<file path="src/rtl/vram_slot_arbiter_pkg.sv">
// Shared types and constants for the tilemap VRAM slot arbiter.
package vram_slot_pkg;

    localparam int VRAM_AW = 11;

    localparam logic [2:0] PH_VLATCH    = 3'd0;
    localparam logic [2:0] PH_CODE      = 3'd1;
    localparam logic [2:0] PH_ATTR      = 3'd2;
    localparam logic [2:0] PH_VALID     = 3'd3;
    localparam logic [2:0] PH_CPU_FIRST = 3'd4;

    typedef enum logic [1:0] {
        S_IDLE,
        S_WAIT,
        S_ISSUE,
        S_DONE
    } cpu_state_t;

endpackage

</file>
<file path="src/rtl/vram_slot_arbiter_phase_decode.sv">
// Combinational decode of H/V position into fetch phases and CPU slot eligibility.
// VRAM_SLOT_BLANK_BURST_EN makes every blanking phase a CPU slot.
module vram_slot_phase_decode
    import vram_slot_pkg::*;
(
    input  logic [2:0] phase,
    input  logic       h_msb,
    input  logic       v_msb,
    output logic       active,
    output logic       ph_vlatch,
    output logic       ph_code,
    output logic       ph_attr,
    output logic       ph_valid,
    output logic       cpu_slot_eligible
);

    logic cpu_phase;

    assign active    = h_msb & v_msb;
    assign ph_vlatch = active && (phase == PH_VLATCH);
    assign ph_code   = active && (phase == PH_CODE);
    assign ph_attr   = active && (phase == PH_ATTR);
    assign ph_valid  = active && (phase == PH_VALID);
    assign cpu_phase = (phase >= PH_CPU_FIRST);

`ifdef VRAM_SLOT_BLANK_BURST_EN
    assign cpu_slot_eligible = active ? cpu_phase : 1'b1;
`else
    assign cpu_slot_eligible = cpu_phase;
`endif

endmodule

</file>
<file path="src/rtl/vram_slot_arbiter.sv">
// Time-slot arbiter sharing tilemap VRAM between background tile fetch and the CPU.
// Optional VRAM_SLOT_BLANK_BURST_EN opens all blanking phases to the CPU.
module vram_slot_arbiter
    import vram_slot_pkg::*;
(
    input  logic               i_EMU_MCLK,
    input  logic               i_EMU_RST,
    input  logic               i_EMU_CLK6MPCEN_n,
    input  logic [8:0]         i_ABS_H_CNTR,
    input  logic [8:0]         i_ABS_V_CNTR,
    input  logic [7:0]         i_FLIP_HV_BUS,
    output logic               o_CNTRSEL,
    output logic [VRAM_AW-1:0] o_VRAM_ADDR,
    output logic               o_VRAM_WE,
    output logic [7:0]         o_VRAM_WDATA,
    input  logic [7:0]         i_VRAM_RDATA,
    input  logic               i_CPU_REQ,
    input  logic               i_CPU_RNW,
    input  logic [VRAM_AW-1:0] i_CPU_ADDR,
    input  logic [7:0]         i_CPU_WDATA,
    output logic               o_CPU_ACK,
    output logic [7:0]         o_CPU_RDATA,
    output logic [7:0]         o_TILE_CODE,
    output logic [7:0]         o_TILE_ATTR,
    output logic               o_TILE_VALID
);

    logic               ce;
    logic               active;
    logic               ph_vlatch;
    logic               ph_code;
    logic               ph_attr;
    logic               ph_valid;
    logic               cpu_slot_eligible;
    cpu_state_t         state;
    logic [7:0]         row;
    logic [7:0]         col;
    logic               req_rnw;
    logic [VRAM_AW-1:0] req_addr;
    logic [7:0]         req_wdata;
    logic               unused_bits;

    assign ce = ~i_EMU_CLK6MPCEN_n;

    // The column byte is kept for debug visibility; only its top bits feed the address.
    assign unused_bits = ^{i_ABS_H_CNTR[7:3], i_ABS_V_CNTR[7:0], col, active};

    vram_slot_phase_decode u_decode (
        .phase             (i_ABS_H_CNTR[2:0]),
        .h_msb             (i_ABS_H_CNTR[8]),
        .v_msb             (i_ABS_V_CNTR[8]),
        .active            (active),
        .ph_vlatch         (ph_vlatch),
        .ph_code           (ph_code),
        .ph_attr           (ph_attr),
        .ph_valid          (ph_valid),
        .cpu_slot_eligible (cpu_slot_eligible)
    );

    always_ff @(posedge i_EMU_MCLK) begin
        if (i_EMU_RST) begin
            state        <= S_IDLE;
            row          <= '0;
            col          <= '0;
            req_rnw      <= 1'b0;
            req_addr     <= '0;
            req_wdata    <= '0;
            o_CNTRSEL    <= 1'b0;
            o_VRAM_ADDR  <= '0;
            o_VRAM_WE    <= 1'b0;
            o_VRAM_WDATA <= '0;
            o_CPU_ACK    <= 1'b0;
            o_CPU_RDATA  <= '0;
            o_TILE_CODE  <= '0;
            o_TILE_ATTR  <= '0;
            o_TILE_VALID <= 1'b0;
        end else if (ce) begin
            // Select the H byte for the period that follows the V latch.
            o_CNTRSEL    <= ph_vlatch;
            o_TILE_VALID <= ph_valid;
            o_CPU_ACK    <= 1'b0;
            o_VRAM_WE    <= 1'b0;

            unique case (state)
                S_IDLE: begin
                    if (i_CPU_REQ) begin
                        req_rnw   <= i_CPU_RNW;
                        req_addr  <= i_CPU_ADDR;
                        req_wdata <= i_CPU_WDATA;
                        state     <= S_WAIT;
                    end
                end
                S_WAIT: begin
                    if (!i_CPU_REQ) begin
                        state <= S_IDLE;
                    end else if (cpu_slot_eligible) begin
                        o_VRAM_ADDR  <= req_addr;
                        o_VRAM_WE    <= !req_rnw;
                        o_VRAM_WDATA <= req_wdata;
                        state        <= S_ISSUE;
                    end
                end
                S_ISSUE: begin
                    if (req_rnw) o_CPU_RDATA <= i_VRAM_RDATA;
                    o_CPU_ACK <= 1'b1;
                    state     <= S_DONE;
                end
                S_DONE: state <= S_IDLE;
            endcase

            // Tile fetch never coincides with a CPU grant; it is placed last so it wins regardless.
            if (ph_vlatch) row <= i_FLIP_HV_BUS;
            if (ph_code) begin
                col         <= i_FLIP_HV_BUS;
                o_VRAM_ADDR <= {row[7:3], i_FLIP_HV_BUS[7:3], 1'b0};
            end
            if (ph_attr) begin
                o_TILE_CODE <= i_VRAM_RDATA;
                o_VRAM_ADDR <= {o_VRAM_ADDR[VRAM_AW-1:1], 1'b1};
            end
            if (ph_valid) o_TILE_ATTR <= i_VRAM_RDATA;
        end
    end

endmodule

</file>
<file path="config.mk">
export PLATFORM = sky130hd
export DESIGN_NAME = vram_slot_arbiter
export DESIGN_NICKNAME = d
export VERILOG_FILES = /design/src/rtl/vram_slot_arbiter_pkg.sv /design/src/rtl/vram_slot_arbiter_phase_decode.sv /design/src/rtl/vram_slot_arbiter.sv
export SDC_FILE = /design/constraint.sdc
export NUM_CORES = 1
export LEC_CHECK = 0
export CAP_MARGIN = 5
export CELL_PAD_IN_SITES_DETAIL_PLACEMENT = 0
export CELL_PAD_IN_SITES_GLOBAL_PLACEMENT = 2
export CORE_MARGIN = 2
export CORE_UTILIZATION = 25
export DETAILED_ROUTE_END_ITERATION = 6
export GPL_TIMING_DRIVEN = 1
export PLACE_DENSITY = 0.85
export RECOVER_POWER = 100
export SLEW_MARGIN = 15
export SYNTH_ARGS = -nofsm -noshare
export SYNTH_HDL_FRONTEND = slang
export SYNTH_SLANG_ARGS = --single-unit
</file>
<file path="constraint.sdc">
create_clock -name i_EMU_MCLK -period 1.35 [get_ports i_EMU_MCLK]
set_input_delay 0.27 -clock i_EMU_MCLK [delete_from_list [all_inputs] [get_ports i_EMU_MCLK]]
set_output_delay 0.27 -clock i_EMU_MCLK [all_outputs]
set_load 0.005 [all_outputs]
</file>
==> flow_summary.yaml <==
synthesis:
  yosys.cell_types.count: 25
  yosys_warnings: 0
  synthCells: 304
  synth_top_area_cell: "dfxtp_1"
  postSynthAreaPerCell_sq_um: 9.34
  seq_area_frac_synth: 0.522
  synth_top_area_frac: 0.522
  netlist_area_sq_um: 2840
  synthTopCellsByArea: "dfxtp_1 (52%), mux2i_1 (14%), nand2_1 (7.7%)"
  syn-num-nets: 362
  ys_ff_latch: 74
worst_setup_path:
  rr_worst_depth: 5
  r2r_start: "state[0]$_SDFFE_PP0P_"
  start_kind: "input port"
  cp.required_ps: 1550
  endpoint_kind: "flop"
  critPathArrivalTime_ps: 1470
  path_max_fanout: 9
  reg2reg_to: "o_VRAM_ADDR[2]$_SDFFE_PP0P_"
  reg2reg_slack_ps: 100
  crit_type: "input port to flop"
floorplanning:
  io_pins: 105
  fp.dieArea_sq_um: 12200
  die_w_um: 111
  initial_utilization: 0.258
  core_area_sq_um: 11000
  num_rows: 38
  die_h_um: 111
timing:
  hold_slack_ps: 402
  fmax_ghz: 0.790
  relSlewSlack: 0.763
  finalClockSkew_ps: 5.68
  min_period_ps: 1270
  rsz0062_at_grt: "no"
  period_share: 0.938
  hold_viol_final: 0
  slew_violations: 0
  setup_slack_ps: 83.9
  finalSetupTns_ps: 0
  tightest_slew_ps: 356
  setup_violations: 0
clocking:
  postCtsHoldBufs: 0
  h-tree-depth: 3
  clockBufferDepth: 2
  clkSlewWorstSetupHoldPaths_ps: 50
  numCtsBuffers: 9
  clock_latency_ps: 330
  cts.root.buffer_cell: "clkbuf_16"
  tritoncts: "built"
  clock_sinks: 74
min_path:
  hold_start: "i_CPU_REQ"
  whs_path_depth: 4
  hold_end: "state[0]$_SDFFE_PP0P_"
  hold_class: "input port to flop"
run_status:
  status: "completed"
power:
  p_total_mw: 5.06
  peakVddDrop_v: 0.000468
  leakage_nw: 1.91
  power_density_nw_per_um2: 1160
placed_design:
  hpwlAfterDp_um: 4870
  pre_cts_ws_ps: -599
  gp_congestion: 0.654
  port_buffers: 88
route:
  drt-pass1-iter-count: 4
  ant_nets: 0
  via_per_inst: 4.44
  drc: 0
  drt-total-wl_um: 7580
  vias: 2418
  wl_per_cell_um: 13.9
  drtIter0Drc: 46
layout:
  syn2layout_area_growth_pct: 53.6
  antenna_cells: 0
  final_nets: 460
  fillers: 1126
  layout.area.seq_sq_um: 1480
  final_util: 0.397
  drive_above_1_share: 0.138
  multiInputGateArea_sq_um: 1310
global_route:
  grt_util_all_layers: 0.127
  grt_pass1_wl_um: 12400
  grt_max_degree: 75
  grt_antenna_before_repair: 0
  overflow: 0
  first_global_vias: 2496
run:
  maxCapViolCount: 0
-- how the worst max path moves through the flow --
stage                       from                      endpoint  slack (ps)  cells after the start
3_3_place_gp     i_ABS_H_CNTR[2]           row[5]$_SDFFE_PP0P_        -530                      5
2_1_floorplan  i_EMU_CLK6MPCEN_n   o_TILE_ATTR[0]$_SDFFE_PP0P_         100                      5
4_1_cts          i_ABS_H_CNTR[2]  o_VRAM_WDATA[3]$_SDFFE_PP0P_         0.2                      7
5_1_grt        i_EMU_CLK6MPCEN_n   o_TILE_CODE[3]$_SDFFE_PP0P_           3                      6
6_report       i_EMU_CLK6MPCEN_n   o_TILE_ATTR[6]$_SDFFE_PP0P_          80                      6
3_5_place_dp     i_ABS_H_CNTR[2]           row[6]$_SDFFE_PP0P_        -600                      5
-- timing repair --
action                     in CTS  in global routing
gates resized for setup        66                  8
buffers inserted                2                  0
setup endpoints to repair      97                 39
pin swaps                       4                  2
gates cloned                    2                  0
-- layer usage --
layer	track usage	routed length, um
met1	0.156	3560
met2	0.208	3580
met5	0	0
met3	0.0324	338
met4	0.0575	102
-- synth_stat cells --
library cell and instances:
dfxtp_1 74, or3_1 2, nor4bb_2 1, nor3b_1 2
and3_1 2, nand3_1 1, nor3_2 1, nor3_1 1
mux2i_1 39, nand2b_1 4, o22ai_2 1, nand3b_1 2
nand4bb_1 1, clkbuf_1 8, nor2_1 45, buf_2 9
a21oi_1 33, or2_1 1, o21ai_0 2, buf_4 3
inv_1 1, buf_6 1, nand2_1 58, a211oi_2 11
a2bb2oi_1 1
-- stage by stage --
stage,cell area (sq um),instances
6_report,4360,545
5_1_grt,4360,545
2_1_floorplan,2840,304
3_5_place_dp,4010,527
4_1_cts,4400,545
3_3_place_gp,4010,527
-- area by class of cell --
cell class | count | share of cell area
inverter | 1 | 0.000861
multi-input combinational | 208 | 0.300
clock inverter | 2 | 0.00861
tap | 140 | 0.0402
timing repair buffer | 108 | 0.251
clock buffer | 12 | 0.0588
sequential | 74 | 0.340
-- registers in the layout, indices dropped and copies added (netlist names), named ones only --
register / flops
o_VRAM_ADDR: 11
req_addr: 11
o_CPU_RDATA: 8
o_TILE_ATTR: 8
o_TILE_CODE: 8
o_VRAM_WDATA: 8
req_wdata: 8
row: 5
o_CNTRSEL: 1
o_CPU_ACK: 1
o_TILE_VALID: 1
o_VRAM_WE: 1
req_rnw: 1
state: 1
-- power breakdown --
| part | switching (mW) | internal, mW | total [mW] |
|---|---|---|---|
| registers | 0.0236 | 2.23 | 2.25 |
| logic | 0.192 | 0.220 | 0.411 |
| clock network | 0.879 | 1.51 | 2.39 |
-- placed cells by master (no fill, tap or decap), drive strengths merged, types with 4 or more instances in the layout --
cell type	count
dlygate4sd2	50
nand2b	4
clkbuf	16
clkdlybuf4s50	33
nand2	58
a21oi	33
nor2	45
buf	19
dfxtp	74
mux2i	39
a211oi	11
-- cells by family (layout without fill, tap and decap cells) --
group / after synthesis / in the layout / share of synthesized area
flip-flops: 74 / 74 / 0.522
multiplexers: 39 / 39 / 0.138
buffers and inverters: 22 / 123 / 0.0397
AO/OA/AOI/OAI: 48 / 48 / 0.118
AND/OR/NAND/NOR: 121 / 121 / 0.183
-- worst max-delay path: stages --
cell and delay, ps:
dlygate4sd2_1 290, nor4bb_4 290, and3_4 230, buf_12 140, mux2i_1 190, nor2_1 50
Note: power is estimated with default switching activity, not from simulation.
